`src/rtl/mem_stream_initiator.sv`:
```
// mem_stream_initiator: turns framed command bytes from a host byte stream
// into single 32-bit reads/writes on the memory-mapped peripheral bus and
// returns a status byte (plus read data) on an outgoing byte stream.
//
// Handshakes: a byte moves on in_*/out_* when valid && ready are both high
// on a rising clock edge; out_valid/out_data depend on state only and stay
// put until accepted. On the bus side mem_valid is held with constant
// addr/wdata/wstrb until the first cycle that mem_ready is high, or until
// TIMEOUT cycles have passed (TIMEOUT must be at least 1).
module mem_stream_initiator #(
   parameter int TIMEOUT = 1023
) (
   input  logic        clk,
   input  logic        rst,
   input  logic [7:0]  in_data,
   input  logic        in_valid,
   output logic        in_ready,
   output logic [7:0]  out_data,
   output logic        out_valid,
   input  logic        out_ready,
   output logic        mem_valid,
   output logic [31:0] mem_addr,
   output logic [31:0] mem_wdata,
   output logic [3:0]  mem_wstrb,
   input  logic [31:0] mem_rdata,
   input  logic        mem_ready,
   input  logic        mem_error,
   output logic [2:0]  dbg_state
);

   // Wait counter only needs to reach TIMEOUT-1 before the abort fires.
   localparam int             TW       = (TIMEOUT < 2) ? 1 : $clog2(TIMEOUT);
   localparam logic [TW-1:0]  TMO_LAST = TW'(TIMEOUT - 1);

   localparam logic [7:0] OP_WRITE = 8'h01;
   localparam logic [7:0] OP_READ  = 8'h02;

   localparam logic [1:0] ST_OK      = 2'd0;
   localparam logic [1:0] ST_MEMERR  = 2'd1;
   localparam logic [1:0] ST_TIMEOUT = 2'd2;
   localparam logic [1:0] ST_BADOP   = 2'd3;

   typedef enum logic [2:0] {
      S_IDLE   = 3'd0,
      S_ADDR   = 3'd1,
      S_DATA   = 3'd2,
      S_BUS    = 3'd3,
      S_STATUS = 3'd4,
      S_RDATA  = 3'd5
   } state_t;

   state_t        r_state;
   state_t        w_next;
   logic          r_is_write;
   logic [1:0]    r_cnt;        // byte index within addr/data/rdata
   logic [31:0]   r_addr;
   logic [31:0]   r_wdata;
   logic [31:0]   r_rdata;
   logic [1:0]    r_status;
   logic [TW-1:0] r_tmo_cnt;
   logic          w_in_fire;
   logic          w_out_fire;
   logic          w_tmo_hit;

   assign mem_addr  = r_addr;
   assign mem_wdata = r_wdata;
   assign dbg_state = r_state;

   // State register.
   always_ff @(posedge clk) begin
      if (rst) r_state <= S_IDLE;
      else     r_state <= w_next;
   end

   // Next-state decode and all handshake/bus strobes, driven from state only.
   always_comb begin
      w_next    = r_state;
      in_ready  = 1'b0;
      out_valid = 1'b0;
      out_data  = 8'h00;
      mem_valid = 1'b0;
      mem_wstrb = 4'h0;
      w_tmo_hit = (r_tmo_cnt == TMO_LAST);
      case (r_state)
         S_IDLE: begin
            in_ready = 1'b1;
            if (in_valid) begin
               if (in_data == OP_WRITE || in_data == OP_READ) w_next = S_ADDR;
               else                                           w_next = S_STATUS;
            end
         end
         S_ADDR: begin
            in_ready = 1'b1;
            if (in_valid && r_cnt == 2'd3) w_next = r_is_write ? S_DATA : S_BUS;
         end
         S_DATA: begin
            in_ready = 1'b1;
            if (in_valid && r_cnt == 2'd3) w_next = S_BUS;
         end
         S_BUS: begin
            mem_valid = 1'b1;
            mem_wstrb = r_is_write ? 4'hF : 4'h0;
            // A completion on the expiry cycle wins over the timeout.
            if (mem_ready || w_tmo_hit) w_next = S_STATUS;
         end
         S_STATUS: begin
            out_valid = 1'b1;
            out_data  = {6'b0, r_status};
            if (out_ready) w_next = (!r_is_write && r_status == ST_OK) ? S_RDATA : S_IDLE;
         end
         S_RDATA: begin
            out_valid = 1'b1;
            out_data  = r_rdata[{r_cnt, 3'b000} +: 8];
            if (out_ready && r_cnt == 2'd3) w_next = S_IDLE;
         end
         default: w_next = S_IDLE;
      endcase
      w_in_fire  = in_valid && in_ready;
      w_out_fire = out_valid && out_ready;
   end

   // Frame assembly, bus result capture and response byte sequencing.
   always_ff @(posedge clk) begin
      if (rst) begin
         r_is_write <= 1'b0;
         r_cnt      <= 2'd0;
         r_addr     <= 32'h0;
         r_wdata    <= 32'h0;
         r_rdata    <= 32'h0;
         r_status   <= ST_OK;
         r_tmo_cnt  <= '0;
      end else begin
         case (r_state)
            S_IDLE: begin
               if (w_in_fire) begin
                  r_is_write <= (in_data == OP_WRITE);
                  r_cnt      <= 2'd0;
                  // Only survives to STATUS when the opcode is rejected.
                  r_status   <= ST_BADOP;
               end
            end
            S_ADDR: begin
               if (w_in_fire) begin
                  r_addr[{r_cnt, 3'b000} +: 8] <= in_data;
                  r_cnt <= r_cnt + 2'd1;   // wraps to 0, ready for DATA
               end
            end
            S_DATA: begin
               if (w_in_fire) begin
                  r_wdata[{r_cnt, 3'b000} +: 8] <= in_data;
                  r_cnt <= r_cnt + 2'd1;
               end
            end
            S_BUS: begin
               if (mem_ready) begin
                  r_rdata  <= mem_rdata;
                  r_status <= mem_error ? ST_MEMERR : ST_OK;
               end else if (w_tmo_hit) begin
                  r_status <= ST_TIMEOUT;
               end
            end
            S_STATUS: r_cnt <= 2'd0;
            S_RDATA: begin
               if (w_out_fire) r_cnt <= r_cnt + 2'd1;
            end
            default: r_cnt <= 2'd0;
         endcase
         // Counter runs only while waiting on the bus; cleared everywhere else
         // so every BUS entry starts from zero.
         if (r_state == S_BUS) r_tmo_cnt <= r_tmo_cnt + TW'(1);
         else                  r_tmo_cnt <= '0;
      end
   end

endmodule
```
`config.mk`:
```
export PLATFORM = sky130hd
export DESIGN_NAME = mem_stream_initiator
export DESIGN_NICKNAME = d
export VERILOG_FILES = /design/src/rtl/mem_stream_initiator.sv
export SDC_FILE = /design/constraint.sdc
export NUM_CORES = 1
export LEC_CHECK = 0
export BUFFER_PORTS_ARGS = -buffer_cell sky130_fd_sc_hd__buf_2
export CAP_MARGIN = 20
export CORE_MARGIN = 2
export CORE_UTILIZATION = 35
export DETAILED_ROUTE_END_ITERATION = 12
export GPL_TIMING_DRIVEN = 0
export PLACE_DENSITY_LB_ADDON = 0.3
export SETUP_SLACK_MARGIN = 0.2
export SKIP_CTS_REPAIR_TIMING = 1
export SYNTH_ARGS = -nofsm -noshare
export SYNTH_HDL_FRONTEND = slang
export SYNTH_SLANG_ARGS = --single-unit
export TNS_END_PERCENT = 5
```
`constraint.sdc`:
```
create_clock -name clk -period 3 [get_ports clk]
set_clock_uncertainty 0.15 [all_clocks]
set_input_delay 0.9 -clock clk [delete_from_list [all_inputs] [get_ports clk]]
set_output_delay 0.9 -clock clk [all_outputs]
set_load 0.02 [all_outputs]
```
==> flow_summary.ini, run 1 <==
[setup_path]
r2r_cells = 7
cp.required_ps = 1950
rr_startpoint = r_cnt[1]
cpPeakStageDelay_ps = 510
cp-end-kind = output port
r2r_slack_ps = 660
r2r-end = mem_addr[9]
path_cells = buf_12, mux4_2, mux2i_1, nor2_1, buf_4
arrival_ps = 1820
crit_path_top_delay_cell = mux4_2
start_kind = flop
critical_path_class = reg2out
cp_max_fo = 8

[timing]
slew_violations = 0
rsz0062_at_grt = true
setup_viol = 0
fin_ws_ps = 135
min_period_ps = 2870
fin_crit_sh_pct = 95.5
slew_headroom_pct = 51.5
fmax_mhz = 349
tightestPinTransition_ps = 728
hold_viol_final = 0
hold_ws_ps = 303

[global_routing]
gr-usage-met3_pct = 4.63
met2_usage_pct = 30.8
grt_pass1_wl_um = 22500
antenna_found_initial = 0
grt.busiest_layer = met2
grt_max_degree = 17
grt_pass1_vias = 4410
grtUsageMet1_pct = 26.3
grt-ovfl-total = 0
grt_util_all_layers_pct = 19.9

[hold_path]
hold_path_depth = 2
hold_class = reg2reg
worstHoldEndpoint = mem_addr[30]
min_from = mem_addr[30]

[floorplanning]
dieArea_um2 = 14800
die_h_um = 122
core_um2 = 13400
start_util_pct = 36.1
rows = 42
ios = 128
die_x_um = 122

[finish]
syn_to_final_growth_pct = 31.1
stdcell_area_um2 = 6350
n_antenna_cell = 0
drive_gt1_share_pct = 27.2
nets = 779
instances_no_fill = 914

[placed_design]
place_ws_ps = 131
hpwl_um = 10400
gp_congestion = 0.881
portBuffers = 119
placed_area_um2 = 5660
placed_cells = 874

[yosys]
synth.area.top_cells = dfxtp_1, nand2_1, a21oi_1, nand3_1, mux4_2
ys_seq_area_share_pct = 47.1
yosysWarnings = 0
synth.distinct_cells = 46
syn-instance-count = 579
syn_area_um2 = 4840
synth.largest_area_cell = dfxtp_1
synth_common_cells = nand2_1, dfxtp_1, a21oi_1, nand3_1, nor2_1
synthArstFlopShare_pct = 0
synth-seq-cells = 114
synth_top_area_share_pct = 47.1
synth_most_common_cell = nand2_1
synth_edf_count = 0
synth_nets = 632
ys.flop_type = dfxtp_1
avgSynthCellArea_um2 = 8.36

[run_status]
status = finished, final reports clean

[pwr]
p_leak_nw = 2.58
p_sw_share_pct = 23.5
power_frac_clock_pct = 50.2
p_sw_uw = 911
peakVddDrop_v = 0.000337
p_per_area_nw_per_um2 = 610
seqPwrFrac_pct = 40.2
pwr-share-comb_pct = 9.6
internal_power_mw = 2.96

[routing]
routedWlPerCell_um = 16.1
drt-pass1-iter-count = 5
num_vias = 4687
ant_nets = 0
drt-vias-per-instance = 5.13
drc = 0
drt_iter0_markers = 319
wl_um = 14700

[cts]
cts_htree_levels = 4
cts_buffer_depth = 2
cts_sinks = 114
clockRootBuffer = clkbuf_16
tritoncts = yes
clk_pin_slew_ps = 50
cts_buffers = 17
clkLatencyLatePin_ps = 410

[job]
maxCapViolCount = 0
## critical path: cells and delay by family (launching register included)
kind,cells,cell delay [ps]
multiplexers,2,670
flip-flops,1,370
buffers and inverters,2,290
AND/OR/NAND/NOR,1,70
## sequential cells by signal, summed over array words and instances, names as in the netlist
register / count
r_tmo_cnt: 10
mem_wdata: 32
dbg_state: 3
r_status: 2
r_is_write: 1
r_rdata: 32
r_cnt: 2
mem_addr: 32
## cell usage in the layout, fill, tap and decap left out, types with 2 or more instances in the layout
master,count
nand3_1,53
o32ai_1,2
clkbuf_8,7
buf_6,5
inv_1,8
ha_1,7
and3_1,9
mux4_2,8
nor2b_1,2
a21oi_1,89
xnor2_1,3
a22oi_1,16
dfxtp_4,2
nand2b_1,4
clkinv_2,3
xor2_1,5
clkbuf_16,17
nor3b_2,2
nor2_1,33
a211o_1,2
nor3_1,4
a21boi_0,2
buf_2,131
nor3_2,2
a31oi_1,2
and4bb_2,2
nand2_1,130
buf_4,13
o21ai_0,2
mux2i_1,4
clkbuf_4,2
clkbuf_1,25
dfxtp_1,111
and2_1,9
## routing by layer
layer  vias up  share of wire, %
met3        30               5.7
met1      2222                46
met4         0               2.5
li1       2273                 -
met5         -                 0
met2       162                46
## worst max-delay path by stage
| stage | start | endpoint | slack, ps |
|---|---|---|---|
| 3_3_place_gp | r_cnt[0] | out_data[0] | 180 |
| 5_1_grt | r_cnt[0] | out_data[0] | 80 |
| 2_1_floorplan | r_cnt[0] | out_data[0] | 520 |
| 3_5_place_dp | r_cnt[0] | out_data[0] | 130 |
| 6_report | r_cnt[0] | out_data[0] | 130 |
| 4_1_cts | r_cnt[0] | out_data[0] | -310 |
## through the flow
step / power (mW) / TNS (ps) / util (%)
floorplan: 1.80 / 0 / -
CTS: 3.86 / -1080 / 46.5
detailed placement: 1.93 / 0 / 42.2
global placement: 1.92 / 0 / 42.2
finish: 3.87 / 0 / 47.4
global route: 4.00 / 0 / 47.4
## cell families after synthesis
group / Yosys count / share of synthesized area (%)
and+or+nand+nor: 259 / 24.6
AOI/OAI and AO/OA: 123 / 14.7
DFF: 114 / 47.1
buffers and inverters: 56 / 5.82
muxes: 12 / 4.55
xor gates and xnor gates: 8 / 1.45
adders and majority gates: 7 / 1.81
## power by group through the flow
stage	sequential (mW)	clock, mW	combinational [mW]
floorplan	1.60	0	0.203
CTS	1.56	1.96	0.342
detailed placement	1.59	0	0.340
finish	1.56	1.94	0.372
global route	1.56	2.04	0.402
global placement	1.59	0	0.329
## final cells by class
class	instances	area (um2)
Inverter	8	30.0
Fill cell	1299	7050
Multi-Input combinational cell	409	2280
Clock inverter	4	45.0
Tap cell	176	220
Buffer	48	283
Clock buffer	27	533
Timing Repair Buffer	128	663
Sequential cell	114	2290
No activity file was read; power rests on OpenSTA's default activity.
==> inputs of run 2 (changes only) <==
--- a/config.mk
+++ b/config.mk
@@ -7,13 +7,13 @@
 export LEC_CHECK = 0
 export BUFFER_PORTS_ARGS = -buffer_cell sky130_fd_sc_hd__buf_2
 export CAP_MARGIN = 20
-export CORE_MARGIN = 2
 export CORE_UTILIZATION = 35
 export DETAILED_ROUTE_END_ITERATION = 12
 export GPL_TIMING_DRIVEN = 0
 export PLACE_DENSITY_LB_ADDON = 0.3
 export SETUP_SLACK_MARGIN = 0.2
 export SKIP_CTS_REPAIR_TIMING = 1
+export SKIP_LAST_GASP = 1
 export SYNTH_ARGS = -nofsm -noshare
 export SYNTH_HDL_FRONTEND = slang
 export SYNTH_SLANG_ARGS = --single-unit
==> constraint.sdc (replaced) <==
create_clock -name clk -period 3 [get_ports clk]
set_clock_uncertainty 0.15 [all_clocks]
set_input_delay 0.6 -clock clk [delete_from_list [all_inputs] [get_ports clk]]
set_output_delay 0.6 -clock clk [all_outputs]
set_load 0.02 [all_outputs]
==> flow_summary.ini, run 2 (synthesis results as in run 1) <==
[cts]
tritoncts = yes
cts_htree_levels = 4
clk_pin_slew_ps = 60
cts_buffers = 17
cts_buffer_depth = 2
clkLatencyLatePin_ps = 420
cts_sinks = 114
clockRootBuffer = clkbuf_16

[routing]
drc = 0
routedWlPerCell_um = 15.8
ant_nets = 0
drt-vias-per-instance = 5.12
drt-pass1-iter-count = 6
drt_iter0_markers = 359
num_vias = 4638
wl_um = 14300

[pwr]
p_per_area_nw_per_um2 = 624
power.total_mw = 3.91
power_frac_clock_pct = 51.3
p_leak_nw = 2.51
seqPwrFrac_pct = 39.8
pwr-share-comb_pct = 8.9
p_sw_uw = 968
peakVddDrop_v = 0.000300
p_sw_share_pct = 24.8
internal_power_mw = 2.94

[finish]
fin_util_pct = 47.0
seq_area_um2 = 2280
final_common_cell = buf_2
fill_cells = 1317
nets = 770
n_antenna_cell = 0
instances_no_fill = 906
layout_common_cells = buf_2, nand2_1, dfxtp_1
drive_gt1_share_pct = 26.4
multi_input_area_um2 = 2280
syn_to_final_growth_pct = 29.5

[global_routing]
antenna_found_initial = 0
grt_pass1_wl_um = 22600
grt_max_degree = 17
grt-ovfl-total = 0
grt_pass1_vias = 4473
grt_util_all_layers_pct = 20.5

[run_status]
status = finished, final reports clean

[timing]
setup_tns_ps = 0
fin_ws_ps = 280
hold_viol_final = 0
rsz0062_at_grt = true
fin_crit_sh_pct = 90.7
fmax_mhz = 368
min_period_ps = 2720
tightestPinTransition_ps = 661
slew_violations = 0
slew_headroom_pct = 55.9
setup_viol = 0

[setup_path]
start_kind = flop
arrival_ps = 1970
critical_path_class = reg2out
rr_startpoint = r_cnt[1]
crit_path_start = r_cnt[0]
cp.required_ps = 2250
cp-end-kind = output port
cp_max_fo = 10

[placed_design]
place_ws_ps = 421
hpwl_um = 10200
portBuffers = 119
placed_cells = 874
gp_congestion = 0.886

[floorplanning]
rows = 42
die_x_um = 120
start_util_pct = 36.3
dieArea_um2 = 14300
ios = 128
core_um2 = 13300
die_h_um = 120

[job]
maxCapViolCount = 0

[hold_path]
min_from = mem_rdata[21]
hold_class = in2reg
[run 2: metal layers]
metal | part of all wire, % | routed length, um | track usage (%) | vias up
li1 | - | - | - | 2263
met1 | 44 | 6270 | 25.8 | 2207
met2 | 49 | 7050 | 33.9 | 150
met3 | 5.6 | 808 | 4.61 | 18
met4 | 1.5 | 209 | 7.97 | 0
met5 | 0 | 0 | 0 | -
[run 2: worst max-delay path: stages (launching register included)]
cell and delay, ps:
dfxtp_2 420, buf_6 190, mux4_2 520, mux2i_1 180, nor2_1 90, buf_2 170
[run 2: layout make-up]
cell class / instances / area share (%)
multi-input cells: 409 / 36.3
inverters: 8 / 0.479
clock buffers: 20 / 7.45
well taps: 176 / 3.51
flip-flops and latches: 114 / 36.4
clock inverters: 12 / 2.12
repair buffers: 119 / 9.50
plain buffers: 48 / 4.17
[run 2: per-stage QoR]
stage / area [um2] / hold slack, ps
floorplan: 4840 / 283
global placement: 5660 / 289
detailed placement: 5660 / 296
CTS: 6260 / 260
global route: 6270 / 260
finish: 6270 / 273
[run 2: final timing paths]
check | to | slack (ps) | depth (start not counted)
hold / removal | r_rdata[21] | 270 | 3
hold reg to reg | mem_addr[27] | 300 | 2
setup / recovery | out_data[1] | 280 | 5
setup reg to reg | mem_addr[20] | 610 | 7
[run 2: power by group through the flow]
stage               registers, mW  logic, mW  clock network [mW]
floorplan                    1.60      0.203                   0
global placement             1.59      0.328                   0
detailed placement           1.59      0.337                   0
finish                       1.56      0.347                2.01
global route                 1.56      0.374                2.11
CTS                          1.55      0.339                2.03
